<file path="config.mk">
export PLATFORM = sky130hd
export DESIGN_NAME = snake_row_renderer
export DESIGN_NICKNAME = d
export VERILOG_FILES = /design/src/rtl/snake_render_pkg.sv /design/src/rtl/snake_row_mask_builder.sv /design/src/rtl/snake_row_renderer.sv
export SDC_FILE = /design/constraint.sdc
export NUM_CORES = 1
export LEC_CHECK = 0
export CORE_ASPECT_RATIO = 0.9
export CORE_MARGIN = 4
export CORE_UTILIZATION = 43
export CTS_BUF_LIST = sky130_fd_sc_hd__clkbuf_4
export DETAILED_ROUTE_END_ITERATION = 12
export MAX_ROUTING_LAYER = met4
export PLACE_DENSITY = 0.66
export SYNTH_ARGS = -nofsm -noshare
export SYNTH_HDL_FRONTEND = slang
export SYNTH_SLANG_ARGS = --single-unit
</file>
<file path="constraint.sdc">
create_clock -name clock -period 9.2 [get_ports clock]
set_input_delay 0.92 -clock clock [delete_from_list [all_inputs] [get_ports clock]]
set_output_delay 0.92 -clock clock [all_outputs]
set_load 0.005 [all_outputs]
</file>
<file path="src/rtl/snake_render_pkg.sv">
// Shared constants, segment field helpers and FSM state encoding for the
// snake row renderer.
package snake_render_pkg;

  localparam int SEG_W = 12;
  localparam logic [SEG_W-1:0] EMPTY_SEG = 12'hFFF;

  localparam int NUM_SEGS_DEF = 30;
  localparam int CELL_PX_DEF  = 10;
  localparam int GRID_W_DEF   = 64;

  typedef enum logic [1:0] {
    ST_IDLE   = 2'd0,
    ST_SCAN   = 2'd1,
    ST_COMMIT = 2'd2
  } state_e;

  function automatic logic [5:0] seg_x(input logic [SEG_W-1:0] seg);
    return seg[11:6];
  endfunction

  function automatic logic [5:0] seg_y(input logic [SEG_W-1:0] seg);
    return seg[5:0];
  endfunction

endpackage

</file>
<file path="src/rtl/snake_row_mask_builder.sv">
// Scans one snapshot entry per cycle into a build mask for the current grid
// row, then commits it to the mask that the pixel side reads.
//   state     | meaning
//   ST_IDLE   | active mask stable, waiting for a scan trigger
//   ST_SCAN   | testing entry idx against the current row
//   ST_COMMIT | build masks copied into the active masks
module snake_row_mask_builder
  import snake_render_pkg::*;
#(
  parameter int NUM_SEGS = NUM_SEGS_DEF,
  parameter int GRID_W   = GRID_W_DEF
) (
  input  logic                      clk_i,
  input  logic                      rst_i,
  input  logic                      start_i,
  input  logic [5:0]                row_i,
  input  logic [NUM_SEGS*SEG_W-1:0] snap_i,
  output logic                      busy_o,
  output logic                      commit_o,
  output logic [GRID_W-1:0]         mask_o,
  output logic [GRID_W-1:0]         head_o
);

  localparam int IDX_W = $clog2(NUM_SEGS);

  state_e               state_q, state_d;
  logic [IDX_W-1:0]     idx_q, idx_d;
  logic [GRID_W-1:0]    build_mask_q, build_mask_d;
  logic [GRID_W-1:0]    build_head_q, build_head_d;
  logic [GRID_W-1:0]    act_mask_q, act_mask_d;
  logic [GRID_W-1:0]    act_head_q, act_head_d;
  logic [SEG_W-1:0]     entry;
  logic                 hit;

  assign entry = snap_i[SEG_W*idx_q +: SEG_W];
  // The all-ones empty code is rejected even when the row itself is 63.
  assign hit   = (entry != EMPTY_SEG) && (seg_y(entry) == row_i);

  always_ff @(posedge clk_i) begin
    if (rst_i) begin
      state_q      <= ST_IDLE;
      idx_q        <= '0;
      build_mask_q <= '0;
      build_head_q <= '0;
      act_mask_q   <= '0;
      act_head_q   <= '0;
    end else begin
      state_q      <= state_d;
      idx_q        <= idx_d;
      build_mask_q <= build_mask_d;
      build_head_q <= build_head_d;
      act_mask_q   <= act_mask_d;
      act_head_q   <= act_head_d;
    end
  end

  always_comb begin
    state_d      = state_q;
    idx_d        = idx_q;
    build_mask_d = build_mask_q;
    build_head_d = build_head_q;
    act_mask_d   = act_mask_q;
    act_head_d   = act_head_q;
    commit_o     = 1'b0;
    if (start_i) begin
      state_d      = ST_SCAN;
      idx_d        = '0;
      build_mask_d = '0;
      build_head_d = '0;
    end else begin
      case (state_q)
        ST_IDLE: ;
        ST_SCAN: begin
          if (hit) begin
            build_mask_d[seg_x(entry)] = 1'b1;
            if (idx_q == '0) build_head_d[seg_x(entry)] = 1'b1;
          end
          if (idx_q == IDX_W'(NUM_SEGS - 1)) state_d = ST_COMMIT;
          else                               idx_d   = idx_q + IDX_W'(1);
        end
        ST_COMMIT: begin
          act_mask_d = build_mask_q;
          act_head_d = build_head_q;
          commit_o   = 1'b1;
          state_d    = ST_IDLE;
        end
        default: state_d = ST_IDLE;
      endcase
    end
  end

  assign busy_o = (state_q != ST_IDLE);
  assign mask_o = act_mask_q;
  assign head_o = act_head_q;

endmodule

</file>
<file path="src/rtl/snake_row_renderer.sv">
// Per-frame snake snapshot, row/sub-row tracking and per-pixel snake/head
// flag generation from the row occupancy mask.
module snake_row_renderer
  import snake_render_pkg::*;
#(
  parameter int NUM_SEGS = NUM_SEGS_DEF,
  parameter int CELL_PX  = CELL_PX_DEF,
  parameter int GRID_W   = GRID_W_DEF
) (
  input  logic                      clock,
  input  logic                      reset,
  input  logic [NUM_SEGS*SEG_W-1:0] snake_data,
  input  logic                      frame_start,
  input  logic                      line_start,
  input  logic                      line_first,
  input  logic                      pix_en,
  output logic                      snake_pix,
  output logic                      head_pix,
  output logic                      busy
);

  localparam int SUB_W = $clog2(CELL_PX);
  localparam int CI_W  = $clog2(GRID_W);
  localparam int COL_W = CI_W + 1;

  logic [NUM_SEGS*SEG_W-1:0] snap_q;
  logic                      pend_q;
  logic [5:0]                row_q, row_d;
  logic [SUB_W-1:0]          sub_q, sub_d;
  logic [SUB_W-1:0]          px_q;
  logic [COL_W-1:0]          col_q;
  logic                      snake_pix_q, head_pix_q;
  logic                      scan_start, commit, busy_w;
  logic [GRID_W-1:0]         mask, head_mask;
  logic                      col_in;

  always_comb begin
    row_d = row_q;
    sub_d = sub_q + SUB_W'(1);
    if (line_first) begin
      row_d = '0;
      sub_d = '0;
    end else if (sub_q == SUB_W'(CELL_PX - 1)) begin
      row_d = row_q + 6'd1;
      sub_d = '0;
    end
  end

  // A line_start during a scan always restarts it, whatever the new sub-row.
  assign scan_start = line_start && ((sub_d == '0) || busy_w);
  assign col_in     = (col_q < COL_W'(GRID_W));

  snake_row_mask_builder #(
    .NUM_SEGS (NUM_SEGS),
    .GRID_W   (GRID_W)
  ) u_builder (
    .clk_i    (clock),
    .rst_i    (reset),
    .start_i  (scan_start),
    .row_i    (row_q),
    .snap_i   (snap_q),
    .busy_o   (busy_w),
    .commit_o (commit),
    .mask_o   (mask),
    .head_o   (head_mask)
  );

  always_ff @(posedge clock) begin
    if (reset) begin
      snap_q      <= '1;
      pend_q      <= 1'b0;
      row_q       <= '0;
      sub_q       <= '0;
      px_q        <= '0;
      col_q       <= '0;
      snake_pix_q <= 1'b0;
      head_pix_q  <= 1'b0;
    end else begin
      if (line_start) begin
        row_q <= row_d;
        sub_q <= sub_d;
      end
      // Snapshot only moves while idle or at commit so a scan sees one frame.
      if (commit && (pend_q || frame_start)) begin
        snap_q <= snake_data;
        pend_q <= 1'b0;
      end else if (frame_start && !busy_w) begin
        snap_q <= snake_data;
      end else if (frame_start) begin
        pend_q <= 1'b1;
      end
      if (line_start) begin
        px_q  <= '0;
        col_q <= '0;
      end else if (pix_en) begin
        if (px_q == SUB_W'(CELL_PX - 1)) begin
          px_q <= '0;
          if (col_in) col_q <= col_q + COL_W'(1);
        end else begin
          px_q <= px_q + SUB_W'(1);
        end
      end
      snake_pix_q <= pix_en && col_in && mask[col_q[CI_W-1:0]];
      head_pix_q  <= pix_en && col_in && head_mask[col_q[CI_W-1:0]];
    end
  end

  assign snake_pix = snake_pix_q;
  assign head_pix  = head_pix_q;
  assign busy      = busy_w;

endmodule
</file>
# After elaboration in Yosys (flattened, before gate mapping)
# Cells that the tools add are included.
# word_totals
latchBits	0
in_bits	366
ram_bits	0
mem_count	0
ff_bits	647
out_inout_bits	3
romBits	0
elab_cells	89
# classes
eq_ne	10
reduce_logical	29
div_mod_pow	0
n_shift	1
multipliers	1
n_lt_le_gt_ge	4
muxes	18
n_bitwise	6
addsub	5
# op_table
operator	count
$mux W360	2
$shiftx A360 B10 Y12	1
$or A64 B64 Y64	2
$lt A6 B7 Y1 const B	2
$reduce_and A2 Y1	7
$bmux W1 S6	2
$mux W4	3
$mux W6	2
$ne A12 B12 Y1 const B	1
$add A4 B1 Y4 const B	2
$eq A4 B4 Y1 const B	2
$logic_and A1 B1 Y1	8
$add A7 B1 Y7 const B	1
$lt A7 B7 Y1 const B	1
$mul A2 B5 Y7 const A	1
$add A6 B1 Y6 const B	1
$demux W1 S6	1
$eq A6 B6 Y1	1
$ge A6 B1 Y1 const B	1
$mux W1	6
$reduce_and A3 Y1	2
$reduce_bool A2 Y1	3
$reduce_or A2 Y1	3
$add A5 B1 Y5 const B	1
14 further kinds	18

# Longest topological paths before layout
# logic_depth
word_depth	9
mapped_depth	16
mapped_depth_nobuf	9

# Modules after synthesis
# From an unflattened synthesis, not the netlist that was laid out.
# unflattened
cells_unflattened	3227
hier_area_um2	28325.9
# by_module_without_submodules
mod	area_per_inst_um2	cells_each	seq_area_each_um2	instances
snake_row_renderer	15346.0	1768	7687.4	1
snake_row_mask_builder	12979.9	1459	5265.0	1

# Least setup slack after synthesis
# No wires, ideal clock.
# synth_path
kind	flip-flop to flip-flop
from	reg u_builder.idx_q[0]
to	reg u_builder.build_mask_q[63]
stages_incl_launch_ff	14
slack_ns	6.167
t_required_ns	9.142
t_arrival_ns	2.975
setup_ns	0.058
cell_sequence	dfxtp_1 buf_6 buf_12 buf_8 buf_8 mux4_2 a22oi_2 o211ai_1 a211oi_2 o211ai_1 or3_4 buf_6 nor4_2 o21a_1
# synth_between
elab_chain_cells	7
elab_cells_between_ends	12
classes_between	mul (1); order compare (2); eq/ne (2); shift (1); mux (2); bitwise (1); reduce/logical (3)
# synth_lines
item	line	rtl
start: declaration	snake_row_mask_builder.sv:27	logic [IDX_W-1:0] idx_q, idx_d;
start signal: assignment	snake_row_mask_builder.sv:49	idx_q <= idx_d;
$mul A2 B5 Y7 (*)	snake_row_mask_builder.sv:35	assign entry = snap_i[SEG_W*idx_q +: SEG_W];
$shiftx A360 B10 Y12 (*)	snake_row_mask_builder.sv:35	
$lt A6 B7 Y1 (not written as such) / $ge A6 B1 Y1 (equally long branches)	snake_row_mask_builder.sv:75	build_mask_d[seg_x(entry)] = 1'b1;
$logic_and A1 B1 Y1 (not written as such)	snake_row_mask_builder.sv:75	
$mux W1 (not written as such)	snake_row_mask_builder.sv:75	
$demux W1 S6	-	
$or A64 B64 Y64 (no line)	-	
end signal: assignment	snake_row_mask_builder.sv:50	build_mask_q <= build_mask_d;
end: declaration	snake_row_mask_builder.sv:28	logic [GRID_W-1:0] build_mask_q, build_mask_d;
# Every way passes the cells marked *; elsewhere a longest branch is shown, timed or not.
# A chain may end at the register's enable or synchronous reset.

# Worst setup path in the final report
# layout_path
from	reg u_builder.idx_q[1]
to	reg u_builder.build_head_q[24]
# layout_between
elab_chain_cells	7
elab_cells_between_ends	13
classes_between	mul (1); order compare (2); eq/ne (2); shift (1); mux (2); bitwise (1); reduce/logical (4)
# layout_lines
item	line	rtl
$mul A2 B5 Y7	snake_row_mask_builder.sv:35	
$shiftx A360 B10 Y12	snake_row_mask_builder.sv:35	
$lt A6 B7 Y1 (not written as such) / $ge A6 B1 Y1 (equally long branches)	snake_row_mask_builder.sv:76	if (idx_q == '0) build_head_d[seg_x(entry)] = 1'b1;
$logic_and A1 B1 Y1 (not written as such)	snake_row_mask_builder.sv:76	
$mux W1 (not written as such)	snake_row_mask_builder.sv:76	
$demux W1 S6	-	
$or A64 B64 Y64 (no line)	-	
end signal: assignment	snake_row_mask_builder.sv:51	build_head_q <= build_head_d;
end: declaration	snake_row_mask_builder.sv:29	logic [GRID_W-1:0] build_head_q, build_head_d;
# Parallel ways exist; a longest one is shown, timed or not.

==> impl_metrics.json <==
{
  "outcome": "complete, no violations",
  "hold_ws_ps": 384,
  "post-synth-top-area-cell": "dfxtp_1",
  "min_period_ps": 4550,
  "routed_wl_mm": 86.8,
  "viasPerCell": 5.56,
  "drive_gt1_frac": 0.122,
  "hold_viol_final": 0,
  "drc_errors": 0,
  "post-route-period-util": 0.495,
  "cts_sinks": 647,
  "setup_viol": 0,
  "grt_pass1_vias": 22400,
  "drv_slew": 0,
  "arrival_ps": 5390,
  "power_density_mw_per_mm2": 188,
  "hold_path.class": "input port to flop",
  "core_mm2": 0.0630,
  "worstHoldPathCells": 2,
  "rows": 87,
  "grt_max_degree": 287,
  "crit_chain": "buf_4, nor2b_1, buf_4, nand2_1, or3b_2, o22ai_1, or4_4, or2_1, or2_1, buf_4, o31ai_1",
  "antenna_found_initial": 33,
  "clkTransAtPathRegs_ps": 70,
  "cts_root_buf": "clkbuf_4",
  "synth_edf_count": 0,
  "grtUsageTotal": 0.254,
  "antenna_left": 0,
  "leakage_nw": 11.8,
  "worst_skew_pair.late_latency_ps": 980,
  "tightest_slew_ps": 1140,
  "timing.setup.tns_ps": 0,
  "initialDrtViolationCount": 1927,
  "cts_inserted_buffers": 168,
  "syn_area_mm2": 0.0275,
  "worst_path_most_repeated_cell": "buf_4",
  "r2r_cells": 11,
  "die_y_um": 248,
  "dp_cells": 3791,
  "syn_nets": 3185,
  "crit_slowest_cell": "dfxtp_2",
  "synth-seq-cells": 647,
  "die_x_um": 275,
  "max_stage_delay_ps": 850,
  "htreeDepth": 4,
  "initial_utilization": 0.437,
  "crit_type": "flop to flop",
  "layoutNonFillerInstCount": 4116,
  "grt_pass1_wl_mm": 129,
  "postSynthCellCount": 2812,
  "fp.dieArea_mm2": 0.0682,
  "irDropWorstVdd_mv": 0.0966,
  "rsz0062_at_grt": "no",
  "cts_resized": 0,
  "yosysSeqAreaShare": 0.470,
  "synth.most_common_cell": "dfxtp_1",
  "skew_ps": 57.6,
  "place.gp.congestion": 0.952,
  "post_cts_buffers": 0,
  "total_power_mw": 6.30,
  "vias": 22900,
  "worst_setup_path_start_kind": "flop",
  "fill_cells": 5708,
  "synthTopCellsByArea": "dfxtp_1 47%, a211o_1 12%, nor2b_1 8.4%",
  "async_reset_ff_frac": 0,
  "yosysTopAreaCellShare": 0.470,
  "globalRoute.totalOverflow": 0,
  "crit_fanout": 56,
  "synth-main-ff-cell": "dfxtp_1",
  "post-dp-hpwl_mm": 59.8,
  "hold_buffers": 0,
  "port_buffers": 368,
  "yosysWarnings": 0,
  "fin_util": 0.533,
  "cts.path.max_buffers": 3,
  "ys_types": 72,
  "fmax_mhz": 220,
  "syn_avg_cell_area_um2": 9.79,
  "area_delta_synth_final_pct": 22.1,
  "synth_common_cells": "647 x dfxtp_1, 432 x nand2_1, 371 x nor2b_1, 365 x a211o_1, 195 x clkbuf_1",
  "required_ps": 10040,
  "max_slew_margin": 0.243,
  "fin_nets": 3489,
  "cts_tree": "built",
  "maxCapViolations": 0,
  "route.detailed.wl_per_inst_um": 21.1,
  "drtPass1Iterations": 6,
  "cp-end-kind": "flop",
  "io_pins": 369
}
sequential cells by signal (all words and copies together), names as in the netlist:
signal and flops:
sub_q 4, px_q 4, u_builder.idx_q 5, row_q 6, u_builder.state_q 2, u_builder.build_head_q 64
u_builder.head_o 64, snake_pix 1, col_q 7, u_builder.build_mask_q 64, pend_q 1, u_builder.mask_o 64
snap_q 360, head_pix 1
area by class of cell:
class,count,area (um^2),area share
Inverter,13,48.8,0.00145
Timing Repair Buffer,390,3900,0.116
Clock inverter,41,277,0.00823
Multi-Input combinational cell,1896,13400,0.399
Sequential cell,647,13000,0.386
Tap cell,845,1060,0.0314
Antenna cell,37,92.6,0.00275
Clock buffer,247,1850,0.0552
cells by family after synthesis:
family,after synthesis,synth area share
XOR/XNOR,14,0.00445
adder cells (fa/ha/maj),7,0.00318
buffers and inverters,269,0.0432
flip-flops,647,0.470
AO/OA/AOI/OAI,765,0.210
multiplexers,172,0.0971
AND/OR/NAND/NOR,938,0.171
worst max-delay path: cells and delay by family (launching register included):
family	cells	cell delay, ps
flops	1	850
simple gates	6	1900
buf+inv	3	1180
compound gates	2	400
cell usage in the layout (no fill, tap or decap), types with 6 or more instances in the layout:
cell / Yosys / final
a211o_1: 365 / 365
a211oi_1: 10 / 9
a21oi_1: 154 / 154
a22oi_1: 11 / 11
and2_1: 11 / 11
buf_4: 11 / 18
clkbuf_4: 0 / 247
clkdlybuf4s50_1: 0 / 367
clkinv_1: 3 / 31
dfxtp_1: 647 / 643
diode_2: 0 / 37
ha_1: 7 / 7
inv_1: 10 / 10
mux2_2: 8 / 8
mux2i_1: 89 / 89
mux4_2: 74 / 74
nand2_1: 432 / 432
nand2b_1: 11 / 11
nand3_1: 18 / 18
nand4_1: 11 / 11
nor2_1: 36 / 36
nor2b_1: 371 / 369
nor3_1: 9 / 9
o211ai_1: 6 / 6
o21ai_0: 39 / 39
o221ai_1: 17 / 17
o22a_1: 6 / 6
o22ai_1: 23 / 23
o31ai_1: 92 / 92
o31ai_2: 8 / 8
or3_1: 7 / 7
xnor2_1: 9 / 9
per-stage QoR:
stage,area (um^2),setup WS (ps)
final,33600,4650
after global routing,33600,4340
after CTS,33500,4680
after detailed placement,31400,4710
after global placement,31400,4810
after floorplan,27500,6170
worst paths after layout:
kind,from,end,slack (ps)
worst max-delay path,u_builder.idx_q[1],u_builder.build_head_q[24],4650
worst max register to register,u_builder.idx_q[1],u_builder.build_head_q[24],4650
worst min register to register,u_builder.build_head_q[46],u_builder.head_o[46],430
worst min-delay path,reset,u_builder.mask_o[0],380
routing by layer:
metal	share of wire	vias up	routed length [um]	GRT usage
li1	-	10900	-	-
met1	0.41	11100	35600	0.301
met2	0.48	810	41500	0.407
met3	0.083	144	7220	0.0810
met4	0.028	0	2400	0.0935
met5	0	-	0	-
power by group:
part	internal (mW)	switching [mW]	total, mW	leakage (nW)
Combinational	0.397	0.381	0.778	5.24
Clock	1.33	1.18	2.51	1.26
Sequential	2.94	0.0777	3.02	5.31
Power figures use the tool's default switching activity.
